### config.mk
export PLATFORM = sky130hd
export DESIGN_NAME = xoodyak_result_drain_flat
export DESIGN_NICKNAME = d
export VERILOG_FILES = /design/src/rtl/xoodyak_pkg.sv /design/src/rtl/xoodyak_result_drain_if.sv /design/src/rtl/xoodyak_rec_fifo.sv /design/src/rtl/xoodyak_result_drain.sv /design/src/flat_wrapper.sv
export SDC_FILE = /design/constraint.sdc
export NUM_CORES = 1
export LEC_CHECK = 0
export CORE_UTILIZATION = 45
export DETAILED_ROUTE_END_ITERATION = 8
export PLACE_DENSITY = 0.7
export SYNTH_ARGS = -nofsm -noshare
export SYNTH_HDL_FRONTEND = slang
export SYNTH_SLANG_ARGS = --single-unit
### constraint.sdc
create_clock -name eph1 -period 8.31 [get_ports eph1]
set_input_delay 1.2465 -clock eph1 [delete_from_list [all_inputs] [get_ports eph1]]
set_output_delay 1.2465 -clock eph1 [all_outputs]
set_load 0.01 [all_outputs]
### src/rtl/xoodyak_pkg.sv
// rtl/xoodyak_pkg.sv - shared types and helpers for the xoodyak result drain
package xoodyak_pkg;

  localparam int         TEXT_W      = 192;
  localparam logic [7:0] HDR_TAG_DEF = 8'hA5;

  typedef enum logic [4:0] {
    OP_IDLE    = 5'd0,
    OP_INIT    = 5'd1,
    OP_NONCE   = 5'd2,
    OP_ASSOC   = 5'd3,
    OP_CRYPT   = 5'd4,
    OP_DECRYPT = 5'd5,
    OP_SQUEEZE = 5'd6,
    OP_RATCHET = 5'd7
  } opmode_e;

  typedef struct packed {
    logic [4:0]        opmode;
    logic [TEXT_W-1:0] text;
  } rec_t;

  function automatic logic [7:0] payload_len(input logic [4:0] op);
    case (op)
      OP_CRYPT, OP_DECRYPT: return 8'd6;
      OP_SQUEEZE:           return 8'd4;
      default:              return 8'd0;
    endcase
  endfunction

  // Squeeze uses the top four words only, so both record kinds index from the MSW.
  function automatic logic [31:0] payload_word(input rec_t r, input logic [2:0] idx);
    logic [TEXT_W-1:0] t;
    t = r.text << {idx, 5'b00000};
    return t[TEXT_W-1 -: 32];
  endfunction

endpackage

### src/rtl/xoodyak_result_drain_if.sv
// rtl/xoodyak_result_drain_if.sv - result word stream toward the host
interface xoodyak_result_drain_if;
  logic [31:0] out_data;
  logic        out_valid;
  logic        out_ready;
  logic        out_last;

  modport master (output out_data, output out_valid, output out_last, input out_ready);
  modport slave  (input out_data, input out_valid, input out_last, output out_ready);
endinterface

### src/rtl/xoodyak_rec_fifo.sv
// rtl/xoodyak_rec_fifo.sv - DEPTH-entry result record FIFO with wrap-bit pointers
module xoodyak_rec_fifo
  import xoodyak_pkg::*;
#(
  parameter int DEPTH = 4
) (
  input  logic                     clk,
  input  logic                     rst_n,
  input  logic                     push,
  input  rec_t                     push_rec,
  input  logic                     pop,
  output rec_t                     head,
  output rec_t                     next_head,
  output logic [$clog2(DEPTH):0]   count,
  output logic                     full,
  output logic                     empty
);

  localparam int AW = $clog2(DEPTH);

  rec_t          mem [DEPTH];
  logic [AW:0]   wr_ptr;
  logic [AW:0]   rd_ptr;
  logic [AW-1:0] nxt_idx;

  always_ff @(posedge clk or negedge rst_n) begin
    if (!rst_n) begin
      wr_ptr <= '0;
      rd_ptr <= '0;
    end else begin
      if (push && !full)
        wr_ptr <= wr_ptr + (AW+1)'(1);
      if (pop && !empty)
        rd_ptr <= rd_ptr + (AW+1)'(1);
    end
  end

  always_ff @(posedge clk) begin
    if (push && !full)
      mem[wr_ptr[AW-1:0]] <= push_rec;
  end

  assign full      = (wr_ptr[AW-1:0] == rd_ptr[AW-1:0]) && (wr_ptr[AW] != rd_ptr[AW]);
  assign empty     = (wr_ptr == rd_ptr);
  assign count     = wr_ptr - rd_ptr;
  assign nxt_idx   = rd_ptr[AW-1:0] + AW'(1);
  assign head      = mem[rd_ptr[AW-1:0]];
  assign next_head = mem[nxt_idx];

endmodule

### src/rtl/xoodyak_result_drain.sv
// rtl/xoodyak_result_drain.sv - buffers finished xoodyak results and streams them as framed 32-bit words
module xoodyak_result_drain
  import xoodyak_pkg::*;
#(
  parameter int         DEPTH   = 4,
  parameter logic [7:0] HDR_TAG = HDR_TAG_DEF
) (
  input  logic                          eph1,
  input  logic                          reset,
  input  logic [4:0]                    opmode,
  input  logic [TEXT_W-1:0]             textout,
  input  logic                          finished,
  xoodyak_result_drain_if.master        out,
  output logic                          fifo_full,
  output logic                          overflow,
  output logic [7:0]                    drop_cnt
);

  localparam int CW = $clog2(DEPTH) + 1;

  typedef enum logic [1:0] {S_IDLE, S_HDR, S_PAY} state_t;

  state_t        state;
  logic [2:0]    idx;
  rec_t          head;
  rec_t          next_head;
  rec_t          in_rec;
  rec_t          next_rec;
  logic [CW-1:0] count;
  logic          full;
  logic          empty;
  logic          push;
  logic          pop;
  logic          next_avail;
  logic [7:0]    len;

  function automatic logic [31:0] hdr_word(input rec_t r);
    return {HDR_TAG, 3'b000, r.opmode, 8'h00, payload_len(r.opmode)};
  endfunction

  assign in_rec    = '{opmode: opmode, text: textout};
  assign push      = finished && !full;
  assign pop       = out.out_valid && out.out_ready && out.out_last;
  assign fifo_full = full;
  assign len       = payload_len(head.opmode);

  // A record pushed while the head is popped becomes the next head, so chain straight to it.
  assign next_avail = (count > CW'(1)) || push;
  assign next_rec   = (count > CW'(1)) ? next_head : in_rec;

  xoodyak_rec_fifo #(.DEPTH(DEPTH)) u_fifo (
    .clk       (eph1),
    .rst_n     (reset),
    .push      (push),
    .push_rec  (in_rec),
    .pop       (pop),
    .head      (head),
    .next_head (next_head),
    .count     (count),
    .full      (full),
    .empty     (empty)
  );

  always_ff @(posedge eph1 or negedge reset) begin
    if (!reset) begin
      state         <= S_IDLE;
      idx           <= '0;
      out.out_valid <= 1'b0;
      out.out_data  <= '0;
      out.out_last  <= 1'b0;
    end else begin
      case (state)
        S_IDLE: begin
          if (!empty) begin
            state         <= S_HDR;
            out.out_valid <= 1'b1;
            out.out_data  <= hdr_word(head);
            out.out_last  <= (len == 8'd0);
          end
        end
        default: begin
          if (out.out_ready) begin
            if (out.out_last) begin
              if (next_avail) begin
                state        <= S_HDR;
                out.out_data <= hdr_word(next_rec);
                out.out_last <= (payload_len(next_rec.opmode) == 8'd0);
              end else begin
                state         <= S_IDLE;
                out.out_valid <= 1'b0;
                out.out_last  <= 1'b0;
              end
            end else if (state == S_HDR) begin
              state        <= S_PAY;
              idx          <= '0;
              out.out_data <= payload_word(head, 3'd0);
              out.out_last <= (len == 8'd1);
            end else begin
              idx          <= idx + 3'd1;
              out.out_data <= payload_word(head, idx + 3'd1);
              out.out_last <= (({5'd0, idx} + 8'd2) == len);
            end
          end
        end
      endcase
    end
  end

  always_ff @(posedge eph1 or negedge reset) begin
    if (!reset) begin
      overflow <= 1'b0;
      drop_cnt <= '0;
    end else if (finished && full) begin
      overflow <= 1'b1;
      if (drop_cnt != 8'hFF)
        drop_cnt <= drop_cnt + 8'd1;
    end
  end

endmodule

### src/flat_wrapper.sv
// flat-port wrapper written by rule: the top's interface ports become plain ports
module xoodyak_result_drain_flat import xoodyak_pkg::*;
#(
  parameter int         DEPTH   = 4,
  parameter logic [7:0] HDR_TAG = HDR_TAG_DEF
)
  (eph1, reset, opmode, textout, finished, fifo_full, overflow, drop_cnt, out_out_data, out_out_valid, out_out_last, out_out_ready);
  xoodyak_result_drain_if out_i ();
  input  logic eph1;
  input  logic reset;
  input  logic [4:0] opmode;
  input  logic [TEXT_W-1:0] textout;
  input  logic finished;
  output logic fifo_full;
  output logic overflow;
  output logic [7:0] drop_cnt;
  output wire logic [$bits(out_i.out_data)-1:0] out_out_data;
  output wire logic [$bits(out_i.out_valid)-1:0] out_out_valid;
  output wire logic [$bits(out_i.out_last)-1:0] out_out_last;
  input wire logic [$bits(out_i.out_ready)-1:0] out_out_ready;
  assign out_out_data = out_i.out_data;
  assign out_out_valid = out_i.out_valid;
  assign out_out_last = out_i.out_last;
  assign out_i.out_ready = out_out_ready;
  xoodyak_result_drain #(.DEPTH(DEPTH), .HDR_TAG(HDR_TAG)) u_core (.eph1(eph1), .reset(reset), .opmode(opmode), .textout(textout), .finished(finished), .out(out_i), .fifo_full(fifo_full), .overflow(overflow), .drop_cnt(drop_cnt));
endmodule
==> results.yml <==
status:
  outcome: "complete, no violations"
cts:
  number_of_cts_inserted_buffers: 85
  worst_skew_late_latency_ns: 0.63
  clkTransAtPathRegs_ns: 0.05
  cts_setup_buffers: 0
  hold_buffers: 0
  cts_root_buffer: "sky130_fd_sc_hd__clkbuf_16"
  cts_tree: "done"
  numClockSinks: 842
  ctsLongestPathBuffers: 3
  cts-htree-levels: 3
  post_cts_resized: 0
floorplan:
  io_pins: 245
  die_area_um2: 73800
  chipWidth_um: 272
  die_height_um: 272
  floorplan.initialDensity_pct: 45.6
  placeableCoreArea_um2: 71700
  placementRows: 98
setup_path:
  worst_setup_path_start_kind: "register"
  cp.arrival_ns: 3.15
  timing.critical_path.cells: "inv_1, ha_1, nand2_1, nor2b_1, clkdlybuf4s50_1"
  regToRegEndpoint: "u_core.u_fifo.mem[2][174]"
  timing.critical_path.to: "fifo_full"
  timing.rr.start: "u_core.u_fifo.rd_ptr[1]"
  worst-path-stages: 5
  critical_path.max_fanout: 65
  crit_path_start: "u_core.u_fifo.rd_ptr[1]"
  critical_path.top_delay_family: "flip-flops"
  slowest_delay_ns: 1.12
  crit_buf_inv: 2
  critical_path_slowest_stage_cell: "sky130_fd_sc_hd__dfrtp_4"
  cp_data_required_time_ns: 7.06
  timing_worst_setup_path_type: "register to output pin"
  end_kind: "output pin"
  ff2ff_setup_slack_ns: 3.96
  rr_worst_depth: 5
timing:
  setup_total_negative_slack_ns: 0
  max_slew.worst_pin.slew_ns: 1.10
  final-max-slew-violation-count: 0
  timing.final.crit_share_pct: 52.9
  timing.final.hold_violations: 0
  fin_ws_ns: 3.92
  max_clock_freq_mhz: 228
  final_worst_path_period_need_ns: 4.39
  setup_viol: 0
  finalClockSkew_ns: 0.0319
  rsz0062_at_grt: "no"
  maxSlewHeadroom_pct: 26.8
routing:
  drtAntennaViolNets: 0
  avgRoutedWirePerCell_um: 26.4
  detail_route.iter0.violations: 1410
  routed_via_density: 5.77
  routed-via-count: 16000
  remaining_drc_errors: 0
  route.final.wire_length_mm: 73.3
  detail_route.first_pass.iterations: 5
final_layout:
  layout_area_growth_over_synthesis_pct: 19.3
  fillCellCount: 5375
  multiInputGateArea_um2: 7310
  drive_above_1_share_pct: 21.8
  net_count_reported_at_finish: 1961
  area.sequential_um2: 25000
grt:
  gr-max-usage-layer: "met2"
  globalRouteOverflowTotal: 0
  global_route.usage.total_pct: 20.0
  grt_use_met3_pct: 5.69
  grt_pass1_vias: 16800
  grt_start_max_net_pins: 145
  met2_usage_pct: 33.7
  grt_pass1_wl_mm: 108
  grt_antenna_before_repair: 16
  grt.met1_usage_pct: 25.7
power:
  p_leak_nw: 12.6
  power.total_mw: 14.5
  cell_area_power_density_nw_per_um2: 370
  peakVddDrop_v: 0.000338
synthesis:
  synth.net_count: 1687
  synth_area_um2: 32700
  syn_area_per_cell_um2: 22.2
  postSynth.asyncResetShare_pct: 6.41
  synth_common_cells: "788 x sky130_fd_sc_hd__edfxtp_1, 225 x sky130_fd_sc_hd__mux4_2, 54 x sky130_fd_sc_hd__dfrtp_1"
  synth_top_cells_by_area: "sky130_fd_sc_hd__edfxtp_1 72%, sky130_fd_sc_hd__mux4_2 15%, sky130_fd_sc_hd__dfrtp_1 4.1%, sky130_fd_sc_hd__mux2i_1 1.2%, sky130_fd_sc_hd__a221o_1 0.67%"
  number_of_flops_mapped_to_enable_cells_by_yosys: 788
  ys_seq_area_share_pct: 76.5
  yosys_top_cell_by_area: "sky130_fd_sc_hd__edfxtp_1"
  synth_most_common_cell: "sky130_fd_sc_hd__edfxtp_1"
  ys_seq_elements: 842
  ys_warn_count: 0
  synth_cells: 1475
  ys.flop_type: "sky130_fd_sc_hd__edfxtp_1"
  synth.top_cell.area_share_pct: 72.3
  yosys.cell_types.count: 56
place:
  placement.setup.worst_slack_ns: 3.75
  gpl.final_weighted_congestion: 0.825
  place.port_buffers: 244
  dp_hpwl_mm: 44.2
run:
  maxCapViolCount: 0
worst_hold_path:
  hp-class: "register to register"
worst min path at each step:
stage	from	end	depth (start not counted)
floorplan	u_core.u_fifo.wr_ptr[2]	u_core.u_fifo.wr_ptr[2]	1
global placement	u_core.overflow	u_core.overflow	1
detailed placement	u_core.overflow	u_core.overflow	1
CTS	u_core.overflow	u_core.overflow	1
global route	u_core.overflow	u_core.overflow	1
finish	u_core.overflow	u_core.overflow	1
layer usage:
metal	vias up	part of all wire, %
li1	6804	-
met1	8459	39
met2	558	51
met3	140	7.4
met4	30	2.1
met5	-	0.25
area by class of cell:
| class | instances | share of cell area [%] |
|---|---|---|
| flip-flops and latches | 842 | 64.1 |
| multi-input cells | 549 | 18.7 |
| repair buffers | 263 | 6.78 |
| clock buffers | 116 | 6.12 |
| well taps | 950 | 3.05 |
| clock inverters | 42 | 1.13 |
| inverters | 8 | 0.0769 |
| diodes | 1 | 0.00641 |
layout by cell type, fill, tap and decap left out, types with 5 or more instances in the layout:
cell and instances:
sky130_fd_sc_hd__edfxtp_1 788, sky130_fd_sc_hd__clkdlybuf4s50_1 243, sky130_fd_sc_hd__mux4_2 225, sky130_fd_sc_hd__clkbuf_16 89, sky130_fd_sc_hd__dfrtp_1 51, sky130_fd_sc_hd__nand2_1 44, sky130_fd_sc_hd__o21ai_0 42, sky130_fd_sc_hd__mux2i_1 38
sky130_fd_sc_hd__nor2_1 31, sky130_fd_sc_hd__a221o_1 22, sky130_fd_sc_hd__clkbuf_1 21, sky130_fd_sc_hd__clkinv_2 20, sky130_fd_sc_hd__a21oi_1 18, sky130_fd_sc_hd__buf_4 15, sky130_fd_sc_hd__nand3_1 10, sky130_fd_sc_hd__mux2_2 10
sky130_fd_sc_hd__ha_1 9, sky130_fd_sc_hd__inv_1 8, sky130_fd_sc_hd__nor2b_1 8, sky130_fd_sc_hd__xnor2_1 8, sky130_fd_sc_hd__o22ai_1 8, sky130_fd_sc_hd__bufinv_16 8, sky130_fd_sc_hd__xor2_1 6, sky130_fd_sc_hd__clkbuf_8 6
sky130_fd_sc_hd__clkinv_1 6, sky130_fd_sc_hd__a31oi_1 5, sky130_fd_sc_hd__buf_12 5
power breakdown:
part,switching (mW),internal (mW),total [mW]
combinational,2.32,2.07,4.40
clock,1.55,2.27,3.82
sequential,0.494,5.74,6.23
total,4.37,10.1,14.5
flip-flops by register name, summed over array words and instances (netlist names):
name and count:
u_core.u_fifo.wr_ptr 3, u_core.u_fifo.mem 788, u_core.out.out_data 32, u_core.u_fifo.rd_ptr 3, u_core.state 2, u_core.idx 3, u_core.out.out_last 1, u_core.overflow 1
u_core.drop_cnt 8, u_core.out.out_valid 1
kinds of logic (layout without fill, tap and decap cells):
kind of cell,count (synthesis),count (layout),synth area share (%)
AO/OA/AOI/OAI,125,125,2.62
XOR/XNOR,15,15,0.444
adder cells (fa/ha/maj),11,11,0.444
buffers and inverters,84,429,1.22
flip-flops,842,842,76.5
multiplexers,273,273,17.0
other,0,1,0
AND/OR/NAND/NOR,125,125,1.80
stage by stage:
step	cell area (µm²)	std cells	utilization (%)	hold WS, ns
4_1_cts	39000	2770	54.4	0.460
3_3_place_gp	36200	2612	50.5	0.441
5_1_grt	39000	2770	54.4	0.482
6_report	39000	2771	54.4	0.456
3_5_place_dp	36200	2612	50.5	0.448
2_1_floorplan	32700	1475	-	0.482
Note: power is estimated with default switching activity, not from simulation.
